<file path="src/rtl/pmbist_march_engine_pkg.sv">
// pmbist_march_engine_pkg: instruction layout, address modes, FSM states and the
// byte-pattern helper shared by the march engine and its address generator.
package pmbist_march_engine_pkg;

    localparam int SCAN_WIDTH = 22;

    typedef enum logic [1:0] {
        ADMD_FULL   = 2'd0,
        ADMD_EVEN   = 2'd1,
        ADMD_ODD    = 2'd2,
        ADMD_SINGLE = 2'd3
    } admd_e;

    typedef enum logic [1:0] {
        ST_IDLE  = 2'd0,
        ST_RUN   = 2'd1,
        ST_DRAIN = 2'd2,
        ST_DONE  = 2'd3
    } state_e;

    // Scan word, MSB first; op k uses op[k] and pol[k]
    typedef struct packed {
        logic       updwn;
        logic [3:0] op;
        logic [3:0] pol;
        logic [1:0] no;
        logic [7:0] data;
        logic       w;
        admd_e      admd;
    } instr_t;

    function automatic logic [7:0] op_pattern(input logic [7:0] data, input logic inv);
        return data ^ {8{inv}};
    endfunction

endpackage

</file>
<file path="src/rtl/pmbist_march_engine_addr_gen.sv">
// pmbist_addr_gen: address sequencer for one march element; loads the first legal
// address for the mode/direction and steps toward the last one without wrapping.
module pmbist_addr_gen
    import pmbist_march_engine_pkg::*;
#(
    parameter int ADDR_W = 4
) (
    input  logic              clk,
    input  logic              rst,
    input  logic              load_i,
    input  logic              step_i,
    input  admd_e             mode_i,
    input  logic              down_i,
    output logic [ADDR_W-1:0] addr_o,
    output logic              odd_o,
    output logic              last_o
);

    localparam logic [ADDR_W-1:0] MAX_A = '1;

    logic [ADDR_W-1:0] addr_q;
    logic [ADDR_W-1:0] lo_s;
    logic [ADDR_W-1:0] hi_s;
    logic [ADDR_W-1:0] stride_s;

    // Legal address window and stride of the selected mode
    always_comb begin
        lo_s     = '0;
        hi_s     = MAX_A;
        stride_s = ADDR_W'(1);
        case (mode_i)
            ADMD_FULL: begin
                lo_s     = '0;
                hi_s     = MAX_A;
                stride_s = ADDR_W'(1);
            end
            ADMD_EVEN: begin
                lo_s     = '0;
                hi_s     = MAX_A - ADDR_W'(1);
                stride_s = ADDR_W'(2);
            end
            ADMD_ODD: begin
                lo_s     = ADDR_W'(1);
                hi_s     = MAX_A;
                stride_s = ADDR_W'(2);
            end
            ADMD_SINGLE: begin
                lo_s     = down_i ? MAX_A : '0;
                hi_s     = down_i ? MAX_A : '0;
                stride_s = '0;
            end
            default: begin
                lo_s     = '0;
                hi_s     = MAX_A;
                stride_s = ADDR_W'(1);
            end
        endcase
    end

    assign last_o = (addr_q == (down_i ? lo_s : hi_s));
    assign addr_o = addr_q;
    assign odd_o  = addr_q[0];

    // Address register: load the first address, then step until the last one
    always_ff @(posedge clk or negedge rst) begin
        if (!rst) begin
            addr_q <= '0;
        end else if (load_i) begin
            addr_q <= down_i ? hi_s : lo_s;
        end else if (step_i && !last_o) begin
            addr_q <= down_i ? (addr_q - stride_s) : (addr_q + stride_s);
        end
    end

endmodule

</file>
<file path="src/rtl/pmbist_march_engine.sv">
// pmbist_march_engine: executes one scan-loaded march element over an SRAM port and
// checks read data. Define PMBIST_FAIL_LOG_EN to build the fail counter and first-fail latch.
module pmbist_march_engine
    import pmbist_march_engine_pkg::*;
#(
    parameter int ADDR_W = 4,
    parameter int DATA_W = 16,
    parameter int RD_LAT = 1,
    parameter int CNT_W  = 8
) (
    input  logic                  clk,
    input  logic                  rst,
    input  logic [SCAN_WIDTH-1:0] scan,
    input  logic                  ts,
    output logic [ADDR_W-1:0]     mem_addr,
    output logic [DATA_W-1:0]     mem_wdata,
    output logic                  mem_we,
    output logic                  mem_re,
    input  logic [DATA_W-1:0]     mem_rdata,
    output logic                  busy,
    output logic                  done,
    output logic                  passfail,
    output logic [CNT_W-1:0]      fail_cnt,
    output logic [ADDR_W-1:0]     fail_addr
);

    state_e            state_q;
    instr_t            instr_q;
    instr_t            scan_s;
    logic              ts_q;
    logic [1:0]        op_idx_q;
    logic [1:0]        drain_cnt_q;
    logic [ADDR_W-1:0] mem_addr_q;
    logic [DATA_W-1:0] mem_wdata_q;
    logic [DATA_W-1:0] exp_q;
    logic              mem_we_q;
    logic              mem_re_q;
    logic              busy_q;
    logic              done_q;
    logic              passfail_q;

    logic              start_s;
    logic              last_op_s;
    logic              op_we_s;
    logic [DATA_W-1:0] op_data_s;
    logic              ag_step_s;
    logic              ag_last_s;
    logic              ag_odd_s;
    logic              ag_down_s;
    admd_e             ag_mode_s;
    logic [ADDR_W-1:0] ag_addr_s;
    logic              miscmp_s;

    logic              rv_q   [RD_LAT];
    logic [DATA_W-1:0] rexp_q [RD_LAT];

    assign scan_s  = instr_t'(scan);
    assign start_s = ts && !ts_q && (state_q == ST_IDLE);

    // Current op decode; the address generator sees the scan word during the load cycle
    always_comb begin
        op_we_s   = instr_q.op[op_idx_q];
        op_data_s = {(DATA_W/8){op_pattern(instr_q.data,
                                           (instr_q.w & ag_odd_s) ^ instr_q.pol[op_idx_q])}};
        last_op_s = (op_idx_q == instr_q.no);
        ag_step_s = (state_q == ST_RUN) && last_op_s;
        ag_mode_s = start_s ? scan_s.admd  : instr_q.admd;
        ag_down_s = start_s ? scan_s.updwn : instr_q.updwn;
    end

    pmbist_addr_gen #(.ADDR_W(ADDR_W)) u_addr_gen (
        .clk    (clk),
        .rst    (rst),
        .load_i (start_s),
        .step_i (ag_step_s),
        .mode_i (ag_mode_s),
        .down_i (ag_down_s),
        .addr_o (ag_addr_s),
        .odd_o  (ag_odd_s),
        .last_o (ag_last_s)
    );

    // Engine FSM with registered memory strobes, busy and done
    always_ff @(posedge clk or negedge rst) begin
        if (!rst) begin
            state_q     <= ST_IDLE;
            instr_q     <= '0;
            ts_q        <= 1'b0;
            op_idx_q    <= 2'd0;
            drain_cnt_q <= 2'd0;
            mem_addr_q  <= '0;
            mem_wdata_q <= '0;
            exp_q       <= '0;
            mem_we_q    <= 1'b0;
            mem_re_q    <= 1'b0;
            busy_q      <= 1'b0;
            done_q      <= 1'b0;
        end else begin
            ts_q     <= ts;
            mem_we_q <= 1'b0;
            mem_re_q <= 1'b0;
            done_q   <= 1'b0;
            busy_q   <= (state_q == ST_RUN) || (state_q == ST_DRAIN);
            case (state_q)
                ST_IDLE: begin
                    if (start_s) begin
                        instr_q  <= scan_s;
                        op_idx_q <= 2'd0;
                        state_q  <= ST_RUN;
                    end
                end
                ST_RUN: begin
                    mem_addr_q <= ag_addr_s;
                    mem_we_q   <= op_we_s;
                    mem_re_q   <= !op_we_s;
                    exp_q      <= op_data_s;
                    if (op_we_s) begin
                        mem_wdata_q <= op_data_s;
                    end
                    if (last_op_s) begin
                        op_idx_q <= 2'd0;
                        if (ag_last_s) begin
                            drain_cnt_q <= 2'd0;
                            state_q     <= ST_DRAIN;
                        end
                    end else begin
                        op_idx_q <= op_idx_q + 2'd1;
                    end
                end
                ST_DRAIN: begin
                    if (drain_cnt_q == 2'(RD_LAT - 1)) begin
                        state_q <= ST_DONE;
                    end else begin
                        drain_cnt_q <= drain_cnt_q + 2'd1;
                    end
                end
                ST_DONE: begin
                    done_q  <= 1'b1;
                    state_q <= ST_IDLE;
                end
                default: begin
                    state_q <= ST_IDLE;
                end
            endcase
        end
    end

    // Expected-data pipeline; the last stage lines up with mem_rdata
    always_ff @(posedge clk or negedge rst) begin
        if (!rst) begin
            for (int i = 0; i < RD_LAT; i++) begin
                rv_q[i]   <= 1'b0;
                rexp_q[i] <= '0;
            end
        end else begin
            rv_q[0]   <= mem_re_q;
            rexp_q[0] <= exp_q;
            for (int i = 1; i < RD_LAT; i++) begin
                rv_q[i]   <= rv_q[i-1];
                rexp_q[i] <= rexp_q[i-1];
            end
        end
    end

    assign miscmp_s = rv_q[RD_LAT-1] && (mem_rdata != rexp_q[RD_LAT-1]);

    // Sticky fail flag, cleared by an accepted start
    always_ff @(posedge clk or negedge rst) begin
        if (!rst) begin
            passfail_q <= 1'b0;
        end else if (start_s) begin
            passfail_q <= 1'b0;
        end else if (miscmp_s) begin
            passfail_q <= 1'b1;
        end
    end

`ifdef PMBIST_FAIL_LOG_EN
    logic [ADDR_W-1:0] raddr_q [RD_LAT];
    logic [CNT_W-1:0]  fail_cnt_q;
    logic [ADDR_W-1:0] fail_addr_q;
    logic              logged_q;

    // Read-address pipeline kept beside the expected data
    always_ff @(posedge clk or negedge rst) begin
        if (!rst) begin
            for (int i = 0; i < RD_LAT; i++) begin
                raddr_q[i] <= '0;
            end
        end else begin
            raddr_q[0] <= mem_addr_q;
            for (int i = 1; i < RD_LAT; i++) begin
                raddr_q[i] <= raddr_q[i-1];
            end
        end
    end

    // Saturating miscompare counter and first-fail address latch
    always_ff @(posedge clk or negedge rst) begin
        if (!rst) begin
            fail_cnt_q  <= '0;
            fail_addr_q <= '0;
            logged_q    <= 1'b0;
        end else if (start_s) begin
            fail_cnt_q  <= '0;
            fail_addr_q <= '0;
            logged_q    <= 1'b0;
        end else if (miscmp_s) begin
            if (fail_cnt_q != {CNT_W{1'b1}}) begin
                fail_cnt_q <= fail_cnt_q + CNT_W'(1);
            end
            if (!logged_q) begin
                fail_addr_q <= raddr_q[RD_LAT-1];
                logged_q    <= 1'b1;
            end
        end
    end

    assign fail_cnt  = fail_cnt_q;
    assign fail_addr = fail_addr_q;
`else
    assign fail_cnt  = '0;
    assign fail_addr = '0;
`endif

    assign mem_addr  = mem_addr_q;
    assign mem_wdata = mem_wdata_q;
    assign mem_we    = mem_we_q;
    assign mem_re    = mem_re_q;
    assign busy      = busy_q;
    assign done      = done_q;
    assign passfail  = passfail_q;

endmodule
</file>
<file path="config.mk">
export PLATFORM = sky130hd
export DESIGN_NAME = pmbist_march_engine
export DESIGN_NICKNAME = d
export VERILOG_FILES = /design/src/rtl/pmbist_march_engine_pkg.sv /design/src/rtl/pmbist_march_engine_addr_gen.sv /design/src/rtl/pmbist_march_engine.sv
export SDC_FILE = /design/constraint.sdc
export NUM_CORES = 1
export LEC_CHECK = 0
export ABC_AREA = 1
export CORE_UTILIZATION = 42
export CTS_CLUSTER_DIAMETER = 150
export CTS_CLUSTER_SIZE = 10
export DETAILED_ROUTE_END_ITERATION = 12
export PLACE_DENSITY_LB_ADDON = 0.05
export SETUP_SLACK_MARGIN = 0.05
export SLEW_MARGIN = 20
export SYNTH_ARGS = -nofsm -noshare
export SYNTH_HDL_FRONTEND = slang
export SYNTH_SLANG_ARGS = --single-unit
</file>
<file path="constraint.sdc">
create_clock -name clk -period 3.15 [get_ports clk]
set_input_delay 0.4725 -clock clk [delete_from_list [all_inputs] [get_ports clk]]
set_output_delay 0.4725 -clock clk [all_outputs]
set_load 0.01 [all_outputs]
</file>
==> results summary <==
The first global-routing pass estimated around 12 mm of wire. Data on the critical path is required at its endpoint by 3380 ps. The sequential share of the synthesized area is ~48%. Setup violations remaining at the end of the flow were counted as 0.

On the final layout, the worst clock skew is approximately 11 ps. The number of cells in the design after placement came out at 545. The analysis attributes to cell leakage a power of about 2.1 nW. The buffer type at the clock tree root is sky130_fd_sc_hd__clkbuf_8. In this run the critical register-to-register path is launched from state_q[0]$_DFFE_PN0P_. The classification of the worst-slack hold path is flop to flop. Headroom to the max-slew limit came out at a little under two thirds. The die extent in y is approximately 93 um. The area added between synthesis and finish is 26.6%.

The horizontal extent of the die came out at roughly 93 um. The register clock-pin slew on the reported worst setup and hold paths came out at around 70 ps. In the synthesized netlist, the cells that appear most often are 142 x sky130_fd_sc_hd__nand2_1, 67 x sky130_fd_sc_hd__dfrtp_1, 22 x sky130_fd_sc_hd__inv_1. The worst setup path is of the primary input to flop kind. The number of unique standard cell types used by synthesis is 36. At the end of routability-driven placement, the weighted congestion stood at slightly above 0.8. The start point of the worst hold path is exp_q[12]$_DFFE_PN0P_. The TritonCTS buffer count came out at 9. The run finished with clean final reports.

The final clock period utilization by the worst path came out at slightly below 90%. During I/O placement, the number of pins put on the boundary was around 80. The critical path starts at ts.

The kind of cell with the highest combined delay along the critical path is simple AND/OR/NAND/NOR gates. The area of the placeable core is ~7900 sq um. Using the TritonRoute via totals, the vias-per-cell ratio works out to approximately 4.6. The highest cell delay on the worst timing path is a little over 600 ps. The most common cell in the netlist is sky130_fd_sc_hd__nand2_1. Excluding fillers, the count of instances in the completed layout stands at approximately 560. The DRC marker count from the first detailed-route iteration came out at 101. The all-layer global routing usage is a little under a fifth. The sink count of the clock tree is 67. The number of buffers between clock root and the deepest sink came out at 2. Traced cell by cell, the critical path runs through clkdlybuf4s50_1 -> nand3_2 -> nand2_1 -> nand2_1 -> ha_1 -> nor2_1 -> inv_1 -> ha_1 -> a21oi_1 -> nand2_1 -> xor2_1 -> a21oi_1 -> o21ai_0 -> nand2_1 -> nand2_1 -> nand2_1. The count of TritonRoute iterations in the first routing pass came out at 4. STA classifies the critical path startpoint as a primary input.

The depth of the CTS H-tree is 3. The overall die area is around 8700 sq um. The area of placed instances is around 4200 sq um. The maximum vdd ir drop is 0.482 mV. The power per cell area came out at roughly 1100 nW/um^2. The largest fanout on the critical path came out at 8. The shortest period the worst path allows came out at approximately 2800 ps.

The number of vias after detailed routing came out at around 2,600. TritonCTS built the clock tree. The pin count of the biggest net entering global routing is between 40 and 50. The global-route congestion overflow total is 0. The mean cell area of the mapped netlist is ~9.0 sq um. The tool flagged a number of max-cap violations equal to 0. The layout cell share with drive strength beyond 1 came out at a little under an eighth. The layout net count is between 500 and 600. The number of setup buffers added after CTS is 0.

For this run, the top clock speed supported by timing is 0.359 GHz. The initial antenna violation count was 0. The kind of capture point of the worst setup path is a flop. The largest total area in the synthesized netlist belongs to sky130_fd_sc_hd__dfrtp_1. For this run, the leading register cell type out of synthesis is sky130_fd_sc_hd__dfrtp_1. By area the synthesized netlist is led by sky130_fd_sc_hd__dfrtp_1 48%, sky130_fd_sc_hd__nand2_1 15%, sky130_fd_sc_hd__ha_1 5.0%.

The share of synthesized registers carrying an async set or reset is between 90% and 100%. The slowest cell on the critical path is sky130_fd_sc_hd__clkdlybuf4s50_1. The number of register bits inferred by synthesis is 67. Counting every instance in the synthesized netlist gives around 390. The final antenna-violating net count is 0. Clock latency on the worst-skew pair, taken at its later pin, is roughly 340 ps. The sum of negative setup slack came out at 0 ps. The number of core rows is 32.

The top cell type by area accounts for a little under half of the synthesized area. In this design, the critical path's most frequently occurring cell is sky130_fd_sc_hd__nand2_1. The detailed-placement wirelength estimate is a little over 5 mm.

The cell area after synthesis is around 3500 sq um. The count of buffers inserted at the top-level ports is between 60 and 70. The count of buffer and inverter cells on the critical path is 2. The pin slew with the least headroom to its limit came out at approximately 550 ps.

The number of remaining DRC errors is 0. The antenna diode instance count is 0. The total of fill cells in the finished design came out at between 700 and 800. For this block, the routed nets add up to 7.11 mm of wire. The data arrival time of the critical path came out at 3010 ps. For this run, the number of Yosys warnings is 0.

Setup repair after global routing left no endpoint under its margin. The finished cells cover approximately 4400 sq um. The initial core utilization came out at between 40 and 50%. The number of global-route vias before repair is about 2,600. In the final routed layout, each cell accounts on average for between 10 and 15 um. The max-slew violation count came out at 0.

The hold violation count in the final report came out at 0. Counting flops with a built-in enable in the synthesized netlist gives 0.
[through the flow]
step                setup slack [ps]  hold WS, ps  utilization, %  power [mW]
CTS                              254          378            56.1        4.86
finish                           368          375            56.3        4.83
detailed placement              9.46          355            52.8        3.95
global placement                 125          353            52.8        3.90
global route                    86.0          380            56.3        5.28
floorplan                        516          177               -        3.28
[worst reg2reg max path: cells and delay by family (launching register included)]
| kind | cells | cell delay, ps |
|---|---|---|
| AND/OR/NAND/NOR | 8 | 780 |
| adder cells (fa/ha/maj) | 3 | 750 |
| flip-flops | 1 | 420 |
| AO/OA/AOI/OAI | 3 | 300 |
| buffers and inverters | 2 | 240 |
| XOR/XNOR | 1 | 160 |
[layout by cell type (no fill, tap or decap), drive strengths merged, types with 3 or more instances in the layout]
cell and count:
a21oi 5, buf 8, bufinv 3, clkbuf 10, clkdlybuf4s50 64, clkinv 3, conb 12, dfrtp 67
ha 14, inv 24, mux2 8, nand2 149, nand3 19, nand4 12, nor2 10, o21ai 13
or2 4, xnor2 21
[routing by layer]
metal / track usage [%] / routed length (um) / vias up
met5: 0 / 0 / -
met4: 8.46 / 141 / 0
met3: 3.17 / 291 / 10
met2: 29.0 / 3240 / 64
met1: 24.5 / 3440 / 1206
li1: - / - / 1329
[sequential cells by signal, indices dropped and copies added, names as in the netlist]
register / flops
op_idx_q: 2
mem_we: 1
rv_q: 1
ts_q: 1
mem_addr: 4
done: 1
passfail: 1
mem_wdata: 8
u_addr_gen.addr_o: 4
instr_q: 22
mem_re: 1
drain_cnt_q: 2
state_q: 2
busy: 1
rexp_q: 8
exp_q: 8
[repair_timing]
item | CTS | global route
hold endpoints to repair | 10 | 0
gates resized for setup | 0 | 3
endpoints found under the setup margin | 0 | 1
hold buffers | 1 | 0
[final cells by class]
type / instances / area [sq um] / share of cell area [%]
multi-input cells: 279 / 1580 / 35.6
clock buffers: 10 / 138 / 3.10
inverters: 25 / 95.1 / 2.14
flip-flops and latches: 67 / 1680 / 37.8
clock inverters: 6 / 111 / 2.51
well taps: 102 / 128 / 2.88
repair buffers: 73 / 708 / 16.0
[cell families after synthesis]
family	count (synthesis)	synth area share (%)
XOR/XNOR	23	6.28
other	1	0.107
multiplexers	8	2.57
AO/OA/AOI/OAI	24	3.96
adder cells (fa/ha/maj)	15	5.57
buffers and inverters	54	8.60
AND/OR/NAND/NOR	197	25.1
flip-flops	67	47.8
[report_power, final]
group          internal, mW  leakage, nW  switching, mW
sequential             1.28        0.834          0.288
combinational          1.13         1.19           1.26
clock                 0.549        0.123          0.335
total                  2.95         2.15           1.88
[worst paths after layout]
| kind | end | slack [ps] | depth (start not counted) |
|---|---|---|---|
| min reg2reg | rexp_q[12]$_DFF_PN0_ | 370 | 0 |
| min in group asynchronous | mem_addr[1]$_DFFE_PN0P_ | 530 | 2 |
| max | u_addr_gen.addr_o[3]$_DFFE_PN0P_ | 370 | 16 |
| max in group asynchronous | op_idx_q[0]$_DFFE_PN0P_ | 1820 | 3 |
| max reg2reg | u_addr_gen.addr_o[3]$_DFFE_PN0P_ | 390 | 17 |
| min | rexp_q[12]$_DFF_PN0_ | 370 | 0 |
No activity file was read; power rests on OpenSTA's default activity.
